<file path="config.mk">
export PLATFORM = sky130hd
export DESIGN_NAME = rr_bus_arbiter
export DESIGN_NICKNAME = d
export VERILOG_FILES = /design/src/rtl/rr_bus_arbiter.sv
export SDC_FILE = /design/constraint.sdc
export NUM_CORES = 1
export LEC_CHECK = 0
export CAP_MARGIN = 10
export CORE_MARGIN = 2
export CORE_UTILIZATION = 30
export DETAILED_ROUTE_END_ITERATION = 12
export PLACE_DENSITY = 0.51
export SETUP_SLACK_MARGIN = 0.1
export SYNTH_ARGS = -nofsm -noshare
export SYNTH_HDL_FRONTEND = slang
export SYNTH_SLANG_ARGS = --single-unit
</file>
<file path="constraint.sdc">
create_clock -name clk -period 2.1 [get_ports clk]
set_clock_uncertainty 0.1 [all_clocks]
set_input_delay 0.42 -clock clk [delete_from_list [all_inputs] [get_ports clk]]
set_output_delay 0.42 -clock clk [all_outputs]
set_load 0.01 [all_outputs]
</file>
<file path="src/rtl/rr_bus_arbiter.sv">
// Round-robin arbiter for NUM_MASTERS active-low requesters sharing one bus.
// Grants are tenure-limited and separated by a one-cycle release slot.
module rr_bus_arbiter #(
  parameter int unsigned NUM_MASTERS = 3,
  parameter int unsigned MAX_BURST   = 16,
  parameter int unsigned OWN_W       = $clog2(NUM_MASTERS)
) (
  input  logic                   clk,
  input  logic                   reset,
  input  logic                   frame,
  input  logic                   irdy,
  input  logic [NUM_MASTERS-1:0] req_n,
  output logic [NUM_MASTERS-1:0] gnt_n,
  output logic [OWN_W-1:0]       owner,
  output logic                   busy,
  output logic                   timeout_evt
);

  localparam int unsigned CntW = (MAX_BURST < 2) ? 1 : $clog2(MAX_BURST + 1);
  localparam logic [CntW-1:0] CntMax = (MAX_BURST == 0) ? '1 : CntW'(MAX_BURST);

  typedef enum logic [1:0] {StIdle, StGrant, StRelease} state_e;

  state_e          state_q;
  logic [OWN_W-1:0] cur_q;
  logic [OWN_W-1:0] ptr_q;
  logic [CntW-1:0]  cnt_q;
  logic             tmo_q;

  logic             done;
  logic             withdrawn;
  logic             at_limit;
  logic             exit_grant;
  logic             found;
  logic [OWN_W-1:0] win;
  logic [OWN_W-1:0] win_next;
  logic [OWN_W:0]   idx;

  assign done       = frame & irdy;
  assign withdrawn  = req_n[cur_q];
  assign at_limit   = (MAX_BURST != 0) && (cnt_q == CntMax);
  assign exit_grant = done | withdrawn | at_limit;
  assign win_next   = (win == OWN_W'(NUM_MASTERS - 1)) ? '0 : win + 1'b1;

  // Scan requests starting at ptr_q, wrapping modulo NUM_MASTERS; first low bit wins.
  always_comb begin
    found = 1'b0;
    win   = '0;
    idx   = '0;
    for (int unsigned k = 0; k < NUM_MASTERS; k++) begin
      idx = {1'b0, ptr_q} + (OWN_W + 1)'(k);
      if (idx >= (OWN_W + 1)'(NUM_MASTERS)) idx = idx - (OWN_W + 1)'(NUM_MASTERS);
      if (!found && !req_n[idx[OWN_W-1:0]]) begin
        found = 1'b1;
        win   = idx[OWN_W-1:0];
      end
    end
  end

  always_ff @(posedge clk or posedge reset) begin
    if (reset) begin
      state_q     <= StIdle;
      cur_q       <= '0;
      ptr_q       <= '0;
      cnt_q       <= '0;
      tmo_q       <= 1'b0;
      gnt_n       <= '1;
      owner       <= '0;
      busy        <= 1'b0;
      timeout_evt <= 1'b0;
    end else begin
      // Outputs are a registered decode of the current state.
      gnt_n       <= '1;
      busy        <= 1'b0;
      timeout_evt <= 1'b0;
      if (state_q == StGrant) begin
        gnt_n[cur_q] <= 1'b0;
        busy         <= 1'b1;
        owner        <= cur_q;
      end
      if (state_q == StRelease) timeout_evt <= tmo_q;

      unique case (state_q)
        StIdle: begin
          if (found) begin
            cur_q   <= win;
            ptr_q   <= win_next;
            cnt_q   <= CntW'(1);
            state_q <= StGrant;
          end
        end
        StGrant: begin
          if (exit_grant) begin
            // Only a pure timeout is flagged; a coinciding done/withdraw is a normal exit.
            tmo_q   <= at_limit & ~done & ~withdrawn;
            state_q <= StRelease;
          end else if (cnt_q != CntMax) begin
            cnt_q <= cnt_q + 1'b1;
          end
        end
        StRelease: state_q <= StIdle;
        default:   state_q <= StIdle;
      endcase
    end
  end

endmodule

</file>
==> results of run 1 <==
## synthesized netlist by cell type (2+ instances only)
library cell / n
nand2_1: 9
dfrtp_1: 16
o22ai_1: 2
o21ai_0: 6
nand3b_1: 2
a21oi_1: 5
dfstp_2: 3
nor2_1: 7
nand4_1: 2
ha_1: 6
nor3_1: 3
inv_1: 8
mux2i_1: 3
or3_1: 5
nand2b_1: 2
## critical path, stage by stage, from the launching register on
cell	delay, ns
dfrtp_1	0.42
buf_6	0.14
ha_4	0.29
buf_6	0.12
o21ba_4	0.15
o41ai_4	0.39
o31a_2	0.21
o22ai_1	0.07
## report_power, final
part,internal (mW),switching [mW]
combinational,0.661,0.613
clock,0.0741,0.116
sequential,0.504,0.0838
total,1.24,0.812
## per-stage QoR
| step | hold slack (ns) | setup TNS (ns) | instances | total power, mW |
|---|---|---|---|---|
| 2_1_floorplan | 0.269 | 0 | 103 | 1.20 |
| 5_1_grt | 0.330 | 0 | 184 | 2.22 |
| 6_report | 0.316 | 0 | 184 | 2.05 |
| 3_5_place_dp | 0.372 | -2.20 | 177 | 1.62 |
| 3_3_place_gp | 0.366 | -2.40 | 177 | 1.62 |
| 4_1_cts | 0.322 | 0 | 182 | 1.93 |
## cell families (layout without fill, tap and decap cells)
group                    count (synthesis)  after routing
AND/OR/NAND/NOR                         38             38
flip-flops                              19             19
buffers and inverters                   10             45
multiplexers                             4              4
adder cells (fa/ha/maj)                  6              6
AO/OA/AOI/OAI                           26             26
## final cells by class
class,count,area share [%]
timing repair buffer,32,18.3
tap,46,3.80
inverter,9,2.40
multi-input combinational,74,42.0
clock buffer,4,1.74
sequential,19,31.7
## flip-flops by register name (all words and copies together) (netlist names), 2 cells and up
name	cells
cnt_q	5
cur_q	2
gnt_n	3
owner	2
ptr_q	2
state_q	2
## path summary, 6_finish.rpt
kind                       cells after the start  slack (ns)  endpoint  startpoint
min                                            3        0.32     tmo_q       reset
max in group asynchronous                      3        1.32  gnt_n[2]       reset
min in group clk                               2        0.39  owner[0]    owner[0]
max reg2reg                                    7        0.11  ptr_q[0]    ptr_q[1]
min reg2reg                                    2        0.39  owner[0]    owner[0]
max                                            7        0.11  ptr_q[0]    ptr_q[1]
## metal layers
metal	track usage (%)	part of all wire [%]	wire length (µm)
met1	15.9	46	1080
met2	21.3	49	1140
met3	3.60	3.0	70
met4	4.72	1.5	36
met5	0	0	0
## timing repair
item	CTS	global route
pin swaps	4	3
resized for setup	13	12
endpoints found under the setup margin	9	9
buffers inserted	1	2
==> results.py, run 1 <==
metrics = {
    "status": {
        "status": "completed",
    },
    "floorplan": {
        "core_area_um2": 3340,
        "io_pins": 14,
        "row_count": 21,
        "fp.dieH_um": 63.0,
        "die_area_um2": 3970,
        "chipWidth_um": 63.0,
        "start_util_pct": 31.3,
    },
    "global_routing": {
        "grt-ovfl-total": 0,
        "grt_max_degree": 20,
        "grt_pass1_vias": 878,
        "grt.total_usage_pct": 12.9,
        "antenna_found_initial": 0,
        "grt_pass1_wl_um": 4050,
    },
    "logic_synthesis": {
        "synth_compound_area_share_pct": 18.6,
        "syn_inst": 103,
        "synth_edf_count": 0,
        "synthFlopType": "dfrtp_1",
        "yosys.area.top_type_share_pct": 38.3,
        "synth-simple-area-share_pct": 20.5,
        "syn_area_per_cell_um2": 10.1,
        "synthXorXnorAreaFrac_pct": 0,
        "synth_fp_nets": 116,
        "synthTopCellsByArea": "dfrtp_1, dfstp_2, ha_1, nand2_1, or3_1",
        "synth_top_family_by_area": "simple AND/OR/NAND/NOR gates",
        "synth_fa_ha_area_share_pct": 7.19,
        "synth_area_leader_cell": "dfrtp_1",
        "async_flop_share_pct": 100,
        "ys_types": 39,
        "ys_ff_latch": 19,
        "netlist_area_um2": 1040,
        "synth_mux_area_share_pct": 4.31,
        "yosysSeqAreaShare_pct": 45.9,
        "synth_warnings": 0,
    },
    "sta": {
        "setup_viol_count_final": 0,
        "grt_setup_unrepaired": "true",
        "period_minus_slack_ns": 1.99,
        "slew_viol_final": 0,
        "relSlewSlack_pct": 77.1,
        "setup_ws_ns": 0.113,
        "tightestPinTransition_ns": 0.344,
        "fmax_mhz": 503,
        "hold_violations": 0,
        "timing.final.crit_share_pct": 94.6,
    },
    "route": {
        "drtIter0Drc": 18,
        "wl_per_cell_um": 12.6,
        "vias": 893,
        "routed_wl_um": 2320,
        "postRouteAntennaNets": 0,
        "first_pass_iters": 2,
        "route.detailed.drc": 0,
        "vias_per_cell": 4.85,
    },
    "critical_path": {
        "arrival_ns": 2.07,
        "startpoint_type": "flip-flop",
        "crit_required_ns": 2.19,
        "path_class": "flip-flop to flip-flop",
        "worst-path-max-fanout": 5,
        "cp-end-kind": "flip-flop",
    },
    "place": {
        "place_ws_ns": -0.253,
        "portBuffers": 13,
        "place.gp.congestion": 0.897,
        "hpwl_um": 1700,
        "dpl_cell_area_um2": 1350,
    },
    "layout": {
        "seq_area_um2": 480,
        "n_antenna_cell": 0,
        "syn2layout_area_growth_pct": 44.9,
        "layout_common_cells": "buf_4, dfrtp_1, clkdlybuf4s50_1, nand2_1, nor2_1",
        "layout_commonest_cell": "buf_4",
        "design_area_um2": 1510,
        "fin_util_pct": 45.4,
        "drive_above_1_share_pct": 31.2,
        "fin_nets": 152,
        "multi_input_area_um2": 636,
        "nFillCells": 319,
    },
    "clock_tree": {
        "cts_buffers": 3,
        "cts_sinks": 19,
        "clkLatencyLatePin_ns": 0.30,
        "root_buffer": "clkbuf_4",
        "clockBufferDepth": 2,
        "postCtsHoldBufs": 0,
        "cts_tree": "done",
        "htreeDepth": 1,
        "clkTransAtPathRegs_ns": 0.11,
    },
    "power_and_ir_drop": {
        "powerDensity_nw_per_um2": 1350,
        "leakage_nw": 0.632,
        "ir_drop_mv": 0.570,
    },
    "hold_path": {
        "hold_class": "input port to async pin",
    },
    "job": {
        "maxCapViolCount": 0,
    },
}
Note: power is estimated with default switching activity, not from simulation.
==> inputs of run 2 (changes only) <==
--- a/config.mk
+++ b/config.mk
@@ -6,7 +6,7 @@
 export NUM_CORES = 1
 export LEC_CHECK = 0
 export CAP_MARGIN = 10
-export CORE_MARGIN = 2
+export CORE_MARGIN = 3
 export CORE_UTILIZATION = 30
 export DETAILED_ROUTE_END_ITERATION = 12
 export PLACE_DENSITY = 0.51
==> results.py, run 2 (synthesis results as in run 1) <==
metrics = {
    "place": {
        "hpwl_um": 1650,
        "place.gp.congestion": 0.789,
        "portBuffers": 13,
    },
    "critical_path": {
        "startpoint_type": "input port",
        "arrival_ns": 2.04,
        "reg2reg_to": "ptr_q[0]",
        "slowest_stage": "clkdlybuf4s50_1",
        "crit_required_ns": 2.18,
        "worst-path-max-fanout": 4,
        "path_class": "input port to flip-flop",
        "ff2ff_path_depth": 6,
        "r2r-start": "ptr_q[0]",
        "path_cells": "clkdlybuf4s50_1 -> buf_4 -> nor2_1 -> o21ba_4 -> o41ai_4 -> o31a_2 -> o22ai_1",
        "critPathMaxStageDelay_ns": 0.55,
        "cp-end-kind": "flip-flop",
        "rrSetupSlack_ns": 0.16,
    },
    "floorplan": {
        "fp.dieH_um": 65.0,
        "chipWidth_um": 65.0,
        "die_area_um2": 4230,
        "row_count": 20,
        "io_pins": 14,
        "core_area_um2": 3180,
        "start_util_pct": 32.9,
    },
    "route": {
        "top_layer": "met4",
        "vias": 875,
        "drtIter0Drc": 37,
        "wl_met3_um": 103,
        "first_pass_iters": 4,
        "wl_per_cell_um": 13.0,
        "routed_wl_um": 2360,
        "wl_met1_um": 1020,
        "vias_per_cell": 4.83,
        "route.detailed.drc": 0,
        "postRouteAntennaNets": 0,
        "met2_length_um": 1200,
    },
    "layout": {
        "layout_commonest_cell": "buf_4",
        "layout_common_cells": "buf_4, dfrtp_1, clkdlybuf4s50_1, nand2_1, nor2_1",
        "syn2layout_area_growth_pct": 44.0,
        "drive_above_1_share_pct": 32.1,
        "regMostFlops": "cnt_q",
        "n_antenna_cell": 0,
        "fin_nets": 151,
        "largest_reg_flops": 5,
        "largest_registers": "cnt_q: 5 flops, gnt_n: 3 flops",
    },
    "sta": {
        "hold_violations": 0,
        "setup_viol_count_final": 0,
        "timing.final.crit_share_pct": 93.1,
        "slew_viol_final": 0,
        "tns_ns": 0,
        "fmax_mhz": 511,
        "grt_setup_unrepaired": "false",
        "hold_ws_ns": 0.320,
        "relSlewSlack_pct": 77.3,
        "period_minus_slack_ns": 1.96,
        "tightestPinTransition_ns": 0.330,
    },
    "clock_tree": {
        "cts_sinks": 19,
        "postCtsHoldBufs": 0,
        "root_buffer": "clkbuf_4",
        "htreeDepth": 1,
        "clkTransAtPathRegs_ns": 0.12,
        "cts_tree": "done",
        "cts_buffers": 3,
        "clkLatencyLatePin_ns": 0.31,
        "clockBufferDepth": 2,
    },
    "global_routing": {
        "grt-ovfl-total": 0,
        "grt_max_degree": 20,
        "grt.total_usage_pct": 10.9,
        "grt_pass1_vias": 795,
        "grt_pass1_wl_um": 3590,
        "antenna_found_initial": 0,
    },
    "power_and_ir_drop": {
        "leakage_nw": 0.630,
        "powerDensity_nw_per_um2": 1360,
        "ir_drop_mv": 0.502,
        "totalPowerFinal_mw": 2.04,
    },
    "status": {
        "status": "completed",
    },
    "job": {
        "maxCapViolCount": 0,
    },
    "hold_path": {
        "hold_class": "input port to async pin",
    },
}
run 2: through the flow:
| step | area [µm²] | setup slack (ns) | instances | utilization [%] |
|---|---|---|---|---|
| finish | 1500 | 0.145 | 181 | 47.3 |
| floorplan | 1040 | 0.137 | 103 | - |
| global placement | 1320 | -0.196 | 171 | 41.4 |
| CTS | 1390 | 0.101 | 176 | 43.6 |
| global route | 1500 | 0.0778 | 181 | 47.3 |
| detailed placement | 1320 | -0.243 | 171 | 41.4 |
run 2: timing repair:
item | CTS | global route
gates cloned | 0 | 0
gates resized for setup | 8 | 14
pin swaps | 2 | 8
hold endpoints to repair | 0 | 0
endpoints found under the setup margin | 5 | 10
setup buffers | 1 | 5
run 2: final cells by class:
cell class / instances / area (µm²)
Fill cell: 306 / 1670
Multi-Input combinational cell: 74 / 641
Sequential cell: 19 / 480
Timing Repair Buffer: 31 / 264
Tap cell: 44 / 55.1
Inverter: 9 / 36.3
Clock buffer: 3 / 22.5
Clock inverter: 1 / 5.00
run 2: where the power goes:
part | internal (mW) | total [mW] | switching, mW
clock | 0.0710 | 0.186 | 0.115
sequential | 0.504 | 0.604 | 0.101
combinational | 0.662 | 1.25 | 0.587
total | 1.24 | 2.04 | 0.802
run 2: worst max-delay path, delay by kind of cell:
kind	cells	cell delay [ns]
compound gates	4	0.86
buf+inv	2	0.71
simple gates	1	0.05
run 2: worst max-delay path by stage:
stage	end	slack, ns	start	cells past startpoint
after floorplan	ptr_q[1]	0.14	ptr_q[1]	7
after global placement	ptr_q[1]	-0.20	req_n[2]	6
after detailed placement	ptr_q[1]	-0.24	req_n[2]	6
after CTS	ptr_q[1]	0.10	ptr_q[0]	6
after global routing	ptr_q[1]	0.08	ptr_q[1]	8
final	ptr_q[0]	0.14	req_n[0]	7
run 2: routing by layer:
layer  global-route usage, %  up-vias
met3                    3.29        2
li1                        -      441
met1                    13.2      414
met2                    18.5       18
met4                    3.63        0
met5                       0        -
